`config.mk`:
```
export PLATFORM = sky130hd
export DESIGN_NAME = mem_port_arbiter_flat
export DESIGN_NICKNAME = d
export VERILOG_FILES = /design/src/rtl/mem_arb_pkg.sv /design/src/rtl/mem_port_arbiter_if.sv /design/src/rtl/mem_arb_pick.sv /design/src/rtl/mem_port_arbiter.sv /design/src/flat_wrapper.sv
export SDC_FILE = /design/constraint.sdc
export NUM_CORES = 1
export LEC_CHECK = 0
export CAP_MARGIN = 25
export CORE_AREA = 2 2 108 110
export DETAILED_ROUTE_END_ITERATION = 16
export DIE_AREA = 0 0 110 112
export GPL_TIMING_DRIVEN = 1
export MAX_ROUTING_LAYER = met4
export PLACE_DENSITY = 0.89
export SYNTH_ARGS = -nofsm -noshare
export SYNTH_HDL_FRONTEND = slang
export SYNTH_HIERARCHICAL = 1
export SYNTH_SLANG_ARGS = --single-unit
```
`constraint.sdc`:
```
create_clock -name clk -period 2.8 [get_ports clk]
set_input_delay 0.42 -clock clk [delete_from_list [all_inputs] [get_ports clk]]
set_output_delay 0.42 -clock clk [all_outputs]
set_load 0.03 [all_outputs]
```
`src/rtl/mem_arb_pkg.sv`:
```
// Shared types and defaults for the memory port arbiter.
// Optional round-robin arbitration is selected with the MEM_ARB_RR_EN macro (see mem_arb_pick).
package mem_arb_pkg;

  typedef enum logic [1:0] {
    IDLE = 2'd0,
    REQ  = 2'd1,
    WAIT = 2'd2
  } state_t;

  typedef enum logic {
    OWN_IF = 1'b0,
    OWN_D  = 1'b1
  } owner_t;

  localparam logic [31:0] ERR_DATA_DEF = 32'hDEAD_BEEF;
  localparam int          TIMEOUT_DEF  = 255;

  // The requester that is not 'o'; used to alternate on ties.
  function automatic owner_t other_owner(input owner_t o);
    return (o == OWN_IF) ? OWN_D : OWN_IF;
  endfunction

endpackage

```
`src/rtl/mem_port_arbiter_if.sv`:
```
// Bus bundle for the memory port arbiter: fetch port, load/store port,
// shared memory port and the sticky timeout flag.
// slave = arbiter side, master = core + memory side.
interface mem_port_arbiter_if #(
  parameter int AW = 32,
  parameter int DW = 32
);
  logic            if_req;
  logic [AW-1:0]   if_addr;
  logic            if_gnt;
  logic            if_rvalid;
  logic [DW-1:0]   if_rdata;

  logic            d_req;
  logic [DW/8-1:0] d_we;
  logic [AW-1:0]   d_addr;
  logic [DW-1:0]   d_wdata;
  logic            d_gnt;
  logic            d_rvalid;
  logic [DW-1:0]   d_rdata;

  logic            mem_req;
  logic [DW/8-1:0] mem_we;
  logic [AW-1:0]   mem_addr;
  logic [DW-1:0]   mem_wdata;
  logic            mem_gnt;
  logic            mem_rvalid;
  logic [DW-1:0]   mem_rdata;

  logic            err;

  modport slave (
    input  if_req, if_addr, d_req, d_we, d_addr, d_wdata,
           mem_gnt, mem_rvalid, mem_rdata,
    output if_gnt, if_rvalid, if_rdata, d_gnt, d_rvalid, d_rdata,
           mem_req, mem_we, mem_addr, mem_wdata, err
  );

  modport master (
    output if_req, if_addr, d_req, d_we, d_addr, d_wdata,
           mem_gnt, mem_rvalid, mem_rdata,
    input  if_gnt, if_rvalid, if_rdata, d_gnt, d_rvalid, d_rdata,
           mem_req, mem_we, mem_addr, mem_wdata, err
  );

endinterface

```
`src/rtl/mem_arb_pick.sv`:
```
// Owner selection for the memory port arbiter.
// Default: fixed priority, data over fetch.
// MEM_ARB_RR_EN defined: on a tie the requester not granted last wins.
// The owner register doubles as the last-granted register; it resets to
// fetch so data wins the first tie.
module mem_arb_pick
  import mem_arb_pkg::*;
(
  input  logic   clk,
  input  logic   rst,
  input  logic   if_req,
  input  logic   d_req,
  input  logic   take,
  output owner_t pick,
  output owner_t owner
);

`ifdef MEM_ARB_RR_EN
  // Round-robin choice: alternate on ties, otherwise the lone requester.
  always_comb begin
    pick = owner;
    if (if_req && d_req) begin
      pick = other_owner(owner);
    end else if (d_req) begin
      pick = OWN_D;
    end else if (if_req) begin
      pick = OWN_IF;
    end else begin
      pick = owner;
    end
  end
`else
  // Fixed priority choice: data first, then fetch.
  always_comb begin
    pick = owner;
    if (d_req) begin
      pick = OWN_D;
    end else if (if_req) begin
      pick = OWN_IF;
    end else begin
      pick = owner;
    end
  end
`endif

  // Capture the winner at arbitration; it owns the port until the response.
  always_ff @(posedge clk or negedge rst) begin
    if (!rst) begin
      owner <= OWN_IF;
    end else if (take) begin
      owner <= pick;
    end else begin
      owner <= owner;
    end
  end

endmodule

```
`src/rtl/mem_port_arbiter.sv`:
```
// Shares one memory port between instruction fetch and load/store.
// IDLE -> REQ -> WAIT -> IDLE, one access outstanding at a time; a WAIT
// watchdog returns ERR_DATA and sets the sticky err flag on a hung access.
// Build option: MEM_ARB_RR_EN selects round-robin arbitration (default fixed priority).
module mem_port_arbiter
  import mem_arb_pkg::*;
#(
  parameter int            AW          = 32,
  parameter int            DW          = 32,
  parameter int            TIMEOUT_CYC = TIMEOUT_DEF,
  parameter logic [DW-1:0] ERR_DATA    = ERR_DATA_DEF
) (
  input logic              clk,
  input logic              rst,
  mem_port_arbiter_if.slave bus
);

  localparam int            CW      = $clog2(TIMEOUT_CYC + 1);
  localparam logic [CW-1:0] CNT_MAX = CW'(TIMEOUT_CYC);

  state_t        state;
  logic [CW-1:0] cnt;
  owner_t        pick;
  owner_t        owner;
  logic          any_req;
  logic          take;
  logic          timeout;
  logic          resp_valid;
  logic [DW-1:0] resp_data;

  assign any_req    = bus.if_req | bus.d_req;
  assign take       = (state == IDLE) && any_req;
  assign timeout    = (state == WAIT) && !bus.mem_rvalid && (cnt == CNT_MAX);
  assign resp_valid = (state == WAIT) && (bus.mem_rvalid || (cnt == CNT_MAX));
  assign resp_data  = bus.mem_rvalid ? bus.mem_rdata : ERR_DATA;

  mem_arb_pick u_pick (
    .clk    (clk),
    .rst    (rst),
    .if_req (bus.if_req),
    .d_req  (bus.d_req),
    .take   (take),
    .pick   (pick),
    .owner  (owner)
  );

  // Transaction FSM: latch the winner's payload, hold mem_req until grant,
  // then count WAIT cycles until a response or the watchdog fires.
  always_ff @(posedge clk or negedge rst) begin
    if (!rst) begin
      state         <= IDLE;
      cnt           <= '0;
      bus.mem_req   <= 1'b0;
      bus.mem_we    <= '0;
      bus.mem_addr  <= '0;
      bus.mem_wdata <= '0;
      bus.err       <= 1'b0;
    end else begin
      case (state)
        IDLE: begin
          if (any_req) begin
            state       <= REQ;
            bus.mem_req <= 1'b1;
            if (pick == OWN_D) begin
              bus.mem_we    <= bus.d_we;
              bus.mem_addr  <= bus.d_addr;
              bus.mem_wdata <= bus.d_wdata;
            end else begin
              bus.mem_we    <= '0;
              bus.mem_addr  <= bus.if_addr;
              bus.mem_wdata <= '0;
            end
          end
        end
        REQ: begin
          if (bus.mem_gnt) begin
            state       <= WAIT;
            bus.mem_req <= 1'b0;
            cnt         <= '0;
          end
        end
        WAIT: begin
          if (resp_valid) begin
            state <= IDLE;
            if (timeout) begin
              bus.err <= 1'b1;
            end
          end else if (cnt != CNT_MAX) begin
            cnt <= cnt + 1'b1;
          end
        end
        default: begin
          state       <= IDLE;
          bus.mem_req <= 1'b0;
        end
      endcase
    end
  end

  // Route grant and response to the current owner only; the other side sees zeros.
  always_comb begin
    bus.if_gnt    = 1'b0;
    bus.d_gnt     = 1'b0;
    bus.if_rvalid = 1'b0;
    bus.d_rvalid  = 1'b0;
    bus.if_rdata  = '0;
    bus.d_rdata   = '0;
    if ((state == REQ) && bus.mem_gnt) begin
      if (owner == OWN_D) begin
        bus.d_gnt = 1'b1;
      end else begin
        bus.if_gnt = 1'b1;
      end
    end else begin
      bus.if_gnt = 1'b0;
    end
    if (resp_valid) begin
      if (owner == OWN_D) begin
        bus.d_rvalid = 1'b1;
        bus.d_rdata  = resp_data;
      end else begin
        bus.if_rvalid = 1'b1;
        bus.if_rdata  = resp_data;
      end
    end else begin
      bus.d_rvalid = 1'b0;
    end
  end

endmodule

```
`src/flat_wrapper.sv`:
```
// flat-port wrapper written by rule: the top's interface ports become plain ports
module mem_port_arbiter_flat import mem_arb_pkg::*;
#(
  parameter int            AW          = 32,
  parameter int            DW          = 32,
  parameter int            TIMEOUT_CYC = TIMEOUT_DEF,
  parameter logic [DW-1:0] ERR_DATA    = ERR_DATA_DEF
)
  (clk, rst, bus_if_req, bus_if_addr, bus_d_req, bus_d_we, bus_d_addr, bus_d_wdata, bus_mem_gnt, bus_mem_rvalid, bus_mem_rdata, bus_if_gnt, bus_if_rvalid, bus_if_rdata, bus_d_gnt, bus_d_rvalid, bus_d_rdata, bus_mem_req, bus_mem_we, bus_mem_addr, bus_mem_wdata, bus_err);
  mem_port_arbiter_if #(.AW(AW), .DW(DW)) bus_i ();
  input logic clk;
  input logic rst;
  input wire logic [$bits(bus_i.if_req)-1:0] bus_if_req;
  input wire logic [$bits(bus_i.if_addr)-1:0] bus_if_addr;
  input wire logic [$bits(bus_i.d_req)-1:0] bus_d_req;
  input wire logic [$bits(bus_i.d_we)-1:0] bus_d_we;
  input wire logic [$bits(bus_i.d_addr)-1:0] bus_d_addr;
  input wire logic [$bits(bus_i.d_wdata)-1:0] bus_d_wdata;
  input wire logic [$bits(bus_i.mem_gnt)-1:0] bus_mem_gnt;
  input wire logic [$bits(bus_i.mem_rvalid)-1:0] bus_mem_rvalid;
  input wire logic [$bits(bus_i.mem_rdata)-1:0] bus_mem_rdata;
  output wire logic [$bits(bus_i.if_gnt)-1:0] bus_if_gnt;
  output wire logic [$bits(bus_i.if_rvalid)-1:0] bus_if_rvalid;
  output wire logic [$bits(bus_i.if_rdata)-1:0] bus_if_rdata;
  output wire logic [$bits(bus_i.d_gnt)-1:0] bus_d_gnt;
  output wire logic [$bits(bus_i.d_rvalid)-1:0] bus_d_rvalid;
  output wire logic [$bits(bus_i.d_rdata)-1:0] bus_d_rdata;
  output wire logic [$bits(bus_i.mem_req)-1:0] bus_mem_req;
  output wire logic [$bits(bus_i.mem_we)-1:0] bus_mem_we;
  output wire logic [$bits(bus_i.mem_addr)-1:0] bus_mem_addr;
  output wire logic [$bits(bus_i.mem_wdata)-1:0] bus_mem_wdata;
  output wire logic [$bits(bus_i.err)-1:0] bus_err;
  assign bus_i.if_req = bus_if_req;
  assign bus_i.if_addr = bus_if_addr;
  assign bus_i.d_req = bus_d_req;
  assign bus_i.d_we = bus_d_we;
  assign bus_i.d_addr = bus_d_addr;
  assign bus_i.d_wdata = bus_d_wdata;
  assign bus_i.mem_gnt = bus_mem_gnt;
  assign bus_i.mem_rvalid = bus_mem_rvalid;
  assign bus_i.mem_rdata = bus_mem_rdata;
  assign bus_if_gnt = bus_i.if_gnt;
  assign bus_if_rvalid = bus_i.if_rvalid;
  assign bus_if_rdata = bus_i.if_rdata;
  assign bus_d_gnt = bus_i.d_gnt;
  assign bus_d_rvalid = bus_i.d_rvalid;
  assign bus_d_rdata = bus_i.d_rdata;
  assign bus_mem_req = bus_i.mem_req;
  assign bus_mem_we = bus_i.mem_we;
  assign bus_mem_addr = bus_i.mem_addr;
  assign bus_mem_wdata = bus_i.mem_wdata;
  assign bus_err = bus_i.err;
  mem_port_arbiter #(.AW(AW), .DW(DW), .TIMEOUT_CYC(TIMEOUT_CYC), .ERR_DATA(ERR_DATA)) u_core (.clk(clk), .rst(rst), .bus(bus_i));
endmodule
```
# [Yosys cells after proc, flatten, opt, wreduce, memory -nomap -nowiden]
# Cells that the tools add are included.
# Widths: inputs -> output; s select.
[classes] addsub=1 eq_ne=9 muxes=27 bitwise_logic=2 n_reduce_logical=14
[op_table] operator="$mux 32" count=7
[op_table] operator="$mux 8" count=3
[op_table] operator="$pmux 8 s2" count=1
[op_table] operator="$mux 1" count=10
[op_table] operator="$reduce_and 3->1" count=3
[op_table] operator="$add 8x1->8 const B" count=1
[op_table] operator="$eq 8x8->1 const B" count=1
[op_table] operator="$ne 8x8->1 const B" count=1
[op_table] operator="$mux 2" count=3
[op_table] operator="$ne 2x2->1 const B" count=3
[op_table] operator="$pmux 2 s3" count=1
[op_table] operator="$logic_and 1x1->1" count=5
[op_table] operator="$mux 4" count=1
[op_table] operator="$ne 2x1->1 const B" count=2
[op_table] operator="$reduce_and 4->1" count=1
[op_table] operator="$pmux 1 s3" count=1
[op_table] operator="$eq 2x1->1 const B" count=1
[op_table] operator="$eq 2x2->1 const B" count=1
[op_table] operator="$logic_not 2->1" count=1
[op_table] operator="$reduce_and 2->1" count=1
[op_table] operator="$reduce_bool 2->1" count=1
[op_table] operator="$logic_not 1->1" count=1
[op_table] operator="$logic_or 1x1->1" count=1
[op_table] operator="$not 1->1" count=1
[op_table] operator="$or 1x1->1" count=1
[totals] register_bits=81 output_inout_bits=138 elab_cells=61

# [Depth between registers and ports, before layout]
[logic_depth] ltp_word=5 depth_mapped=7 ltp_nobuf=6

# [By module]
# The synthesis kept the hierarchy.
[modules_own_cells] mod="mem_port_arbiter" instances=1 cells_per_inst=466 area_per_inst_um2=4001.3 seq_area_each_um2=2001.9
[modules_own_cells] mod="mem_arb_pick" instances=1 cells_per_inst=5 area_per_inst_um2=48.8 seq_area_each_um2=25.0

# [Least setup slack after synthesis]
# OpenSTA, ideal clock, no wires.
[synth_path] path_kind="flip-flop to output port" start="reg u_core.cnt[0]" end="out bus_if_rdata[10]" arrival_ns=1.890 t_required_ns=2.380 slack_ns=0.490 stages_incl_launch_ff=8 n_path_buf=2 path_cell_list="dfrtp_1 > ha_1 > and4_1 > a21oi_1 > or3_1 > buf_2 > buf_6 > nor2_1"
[synth_between] elab_chain_cells=4
[synth_lines] element="start: declaration" line="mem_port_arbiter.sv:22" text="logic [CW-1:0] cnt;"
[synth_lines] element="start signal: assignment" line="mem_port_arbiter.sv:89" text="cnt <= cnt + 1'b1;"
[synth_lines] element="$eq 8x8->1" line="mem_port_arbiter.sv:34" text="assign resp_valid = (state == WAIT) && (bus.mem_rvalid || (cnt == CNT_MAX));"
[synth_lines] element="$logic_or 1x1->1" line="mem_port_arbiter.sv:34"
[synth_lines] element="$logic_and 1x1->1" line="mem_port_arbiter.sv:34"
[synth_lines] element="$mux 32" line="mem_port_arbiter.sv:117" text="if (resp_valid) begin"
[synth_lines] element="end: declaration" line="flat_wrapper.sv:24" text="output wire logic [$bits(bus_i.if_rdata)-1:0] bus_if_rdata;"
# Every way passes these cells.

# [Worst setup path in the final report]
[layout_path] start="reg u_core.cnt[0]" end="out bus_if_rdata[1]"
# The elaborated chain is that of the path after synthesis.

==> results.json <==
{
  "arrival_ps": 2190,
  "hold_viol": 0,
  "antenna_found_initial": 1,
  "root_buffer": "clkbuf_16",
  "post_cts_buffers": 0,
  "power.density_nw_per_um2": 959,
  "routedWlPerCell_um": 16.2,
  "wl_um": 14300,
  "vias_per_cell": 4.93,
  "r2r_slack_ps": 840,
  "clock_latency_ps": 340,
  "period_minus_slack_ps": 2610,
  "path_cells": "ha_1, and4_1, a21oi_1, or3_4, nor2_1, buf_12",
  "path_class": "flop to output pin",
  "fin_crit_sh_pct": 93.1,
  "slowest_stage": "or3_4",
  "design_area_um2": 7180,
  "place_area_um2": 6820,
  "syn_inst": 471,
  "syn_nets": 610,
  "start_kind": "flop",
  "finClkSkew_ps": 8.91,
  "cap_violations": 0,
  "max_freq_mhz": 384,
  "timing.rr.end": "u_core/cnt[4]",
  "cts_max_level": 3,
  "core_area_um2": 11200,
  "drtAntennaViolNets": 0,
  "io_pins": 276,
  "dr.pass1.iters": 4,
  "slew_viol_final": 0,
  "crit_family": "simple AND/OR/NAND/NOR gates",
  "port_buffers": 275,
  "drive_above_1_share_pct": 13.2,
  "die_y_um": 112,
  "max-vdd-ir-drop_mv": 0.570,
  "critPathMaxStageDelay_ps": 500,
  "die-width_um": 110,
  "cts_tree": "yes",
  "overflow": 0,
  "ys_ff_latch": 81,
  "required_ps": 2380,
  "first_iter_violations": 280,
  "grt_max_degree": 82,
  "fin_nets": 875,
  "r2r-start": "u_core/cnt[0]",
  "dr_total_vias": 4363,
  "grt_first_pass_wirelength_um": 22200,
  "first_global_vias": 4420,
  "hold_path.class": "primary input to async pin",
  "syn_area_um2": 4050,
  "rsz0062_at_grt": "false",
  "drc": 0,
  "outcome": "complete, no violations",
  "dieArea_um2": 12300,
  "post-dp-hpwl_um": 11100,
  "area_delta_synth_final_pct": 77.3,
  "synth-seq-area-share_pct": 50.0,
  "synth_edf_count": 0,
  "worstPathMaxFanout": 25,
  "synthArstFlopShare_pct": 100,
  "clk_path_buf_depth": 2,
  "setup_violations": 0,
  "critPathBufInv": 1,
  "num_rows": 39,
  "numCtsBuffers": 9,
  "grt.total_usage_pct": 24.1,
  "synth_ff_type": "dfrtp_1",
  "cts.sink_count": 81,
  "setup_tns_ps": 0,
  "synth_warnings": 6,
  "tightest_slew_ps": 750,
  "synth_area_per_cell_um2": 8.60,
  "relSlewSlack_pct": 50.0,
  "clkTransAtPathRegs_ps": 70,
  "start_util_pct": 36.2,
  "reg2regPathDepth": 5,
  "p_leak_nw": 3.50,
  "place_congestion": 0.901,
  "ys_types": 36,
  "cp-end-kind": "output pin"
}
[timing repair]
action                     CTS  global route
setup endpoints to repair    5             0
resized for setup            2             0
hold buffers                 0             0
[area by class of cell]
| cell class | instances | area, µm² |
|---|---|---|
| fillers | 877 | 3990 |
| repair buffers | 284 | 2740 |
| diodes | 1 | 2.50 |
| clock inverters | 6 | 90.1 |
| well taps | 143 | 179 |
| flip-flops and latches | 81 | 2030 |
| clock buffers | 10 | 239 |
| inverters | 5 | 18.8 |
| multi-input cells | 355 | 1890 |
[sequential cells by signal, indices dropped and copies added, names as in the netlist]
name and cells:
u_core/bus.mem_we 4, u_core/bus.mem_addr 32, u_core/bus.mem_wdata 32, u_core/state 2, u_core/bus.mem_req 1, u_core/cnt 8, u_core/bus.err 1, u_core/u_pick/owner 1
[cells in the final DEF (no fill, tap or decap), types with 2 or more instances in the layout]
master | Yosys | routed
nor2b_1 | 26 | 26
buf_4 | 0 | 70
inv_1 | 4 | 4
buf_12 | 0 | 5
bufinv_16 | 0 | 2
and3_1 | 4 | 4
o21ai_0 | 35 | 34
nand2_1 | 114 | 114
clkdlybuf4s50_1 | 0 | 208
nand3_1 | 46 | 46
a21oi_1 | 2 | 2
a211o_1 | 2 | 2
and2_1 | 17 | 17
clkbuf_16 | 0 | 9
nor2_1 | 53 | 53
dfrtp_1 | 81 | 81
nand3b_1 | 2 | 2
nor3_1 | 2 | 2
mux2i_1 | 33 | 33
[cells in the mapped netlist (4+ instances only)]
cell type / count / area, µm²
nor2_1: 53 / 199
buf_2: 4 / 20.0
dfrtp_1: 81 / 2030
buf_1: 8 / 30.0
nand2_1: 114 / 428
mux2i_1: 33 / 330
nor2b_1: 26 / 163
o21ai_0: 35 / 175
inv_1: 4 / 15.0
and3_1: 4 / 25.0
clkbuf_1: 16 / 60.1
and2_1: 17 / 106
nand3_1: 46 / 230
[how the worst max path moves through the flow]
stage	from	end	slack [ps]	cells past startpoint
floorplan	u_core/cnt[0]	bus_if_rdata[10]	490	7
global placement	bus_mem_rvalid	bus_if_rdata[1]	290	5
detailed placement	bus_mem_rvalid	bus_if_rdata[1]	230	5
CTS	u_core/cnt[0]	bus_if_rdata[1]	200	6
global route	u_core/cnt[0]	bus_if_rdata[1]	80	6
finish	u_core/cnt[0]	bus_if_rdata[1]	190	6
[metal layers]
metal  part of all wire [%]  up-vias  GRT usage, %
li1                       -     2083             -
met1                     36     2035          25.9
met2                     52      217          42.1
met3                    8.2       28          4.86
met4                    3.2        0          10.5
met5                      0        -             -
[cell families after synthesis]
logic type      count (synthesis)  synth area share [%]
simple gates                  272                  30.6
flops                          81                  50.0
buf+inv                        35                  3.74
mux                            33                  8.16
fa+ha+maj                       1                 0.309
compound gates                 49                  7.11
[stage by stage]
stage                     worst slack [ps]  utilization (%)  total power [mW]  instances  hold slack, ps
after floorplan                        490                -              3.98        471             124
after global placement                 292             61.0              5.49        867             450
after detailed placement               235             61.0              5.61        867             455
after CTS                              197             64.0              6.93        883             295
after global routing                  80.8             64.3              7.27        885            69.3
final                                  193             64.3              6.89        885            33.3
[power by group]
part	leakage (nW)	internal, mW	switching [mW]
Sequential	1.03	1.65	0.297
Clock	0.159	0.808	0.477
Combinational	2.31	1.43	2.22
Total	3.50	3.89	3.00
Power figures use the tool's default switching activity.
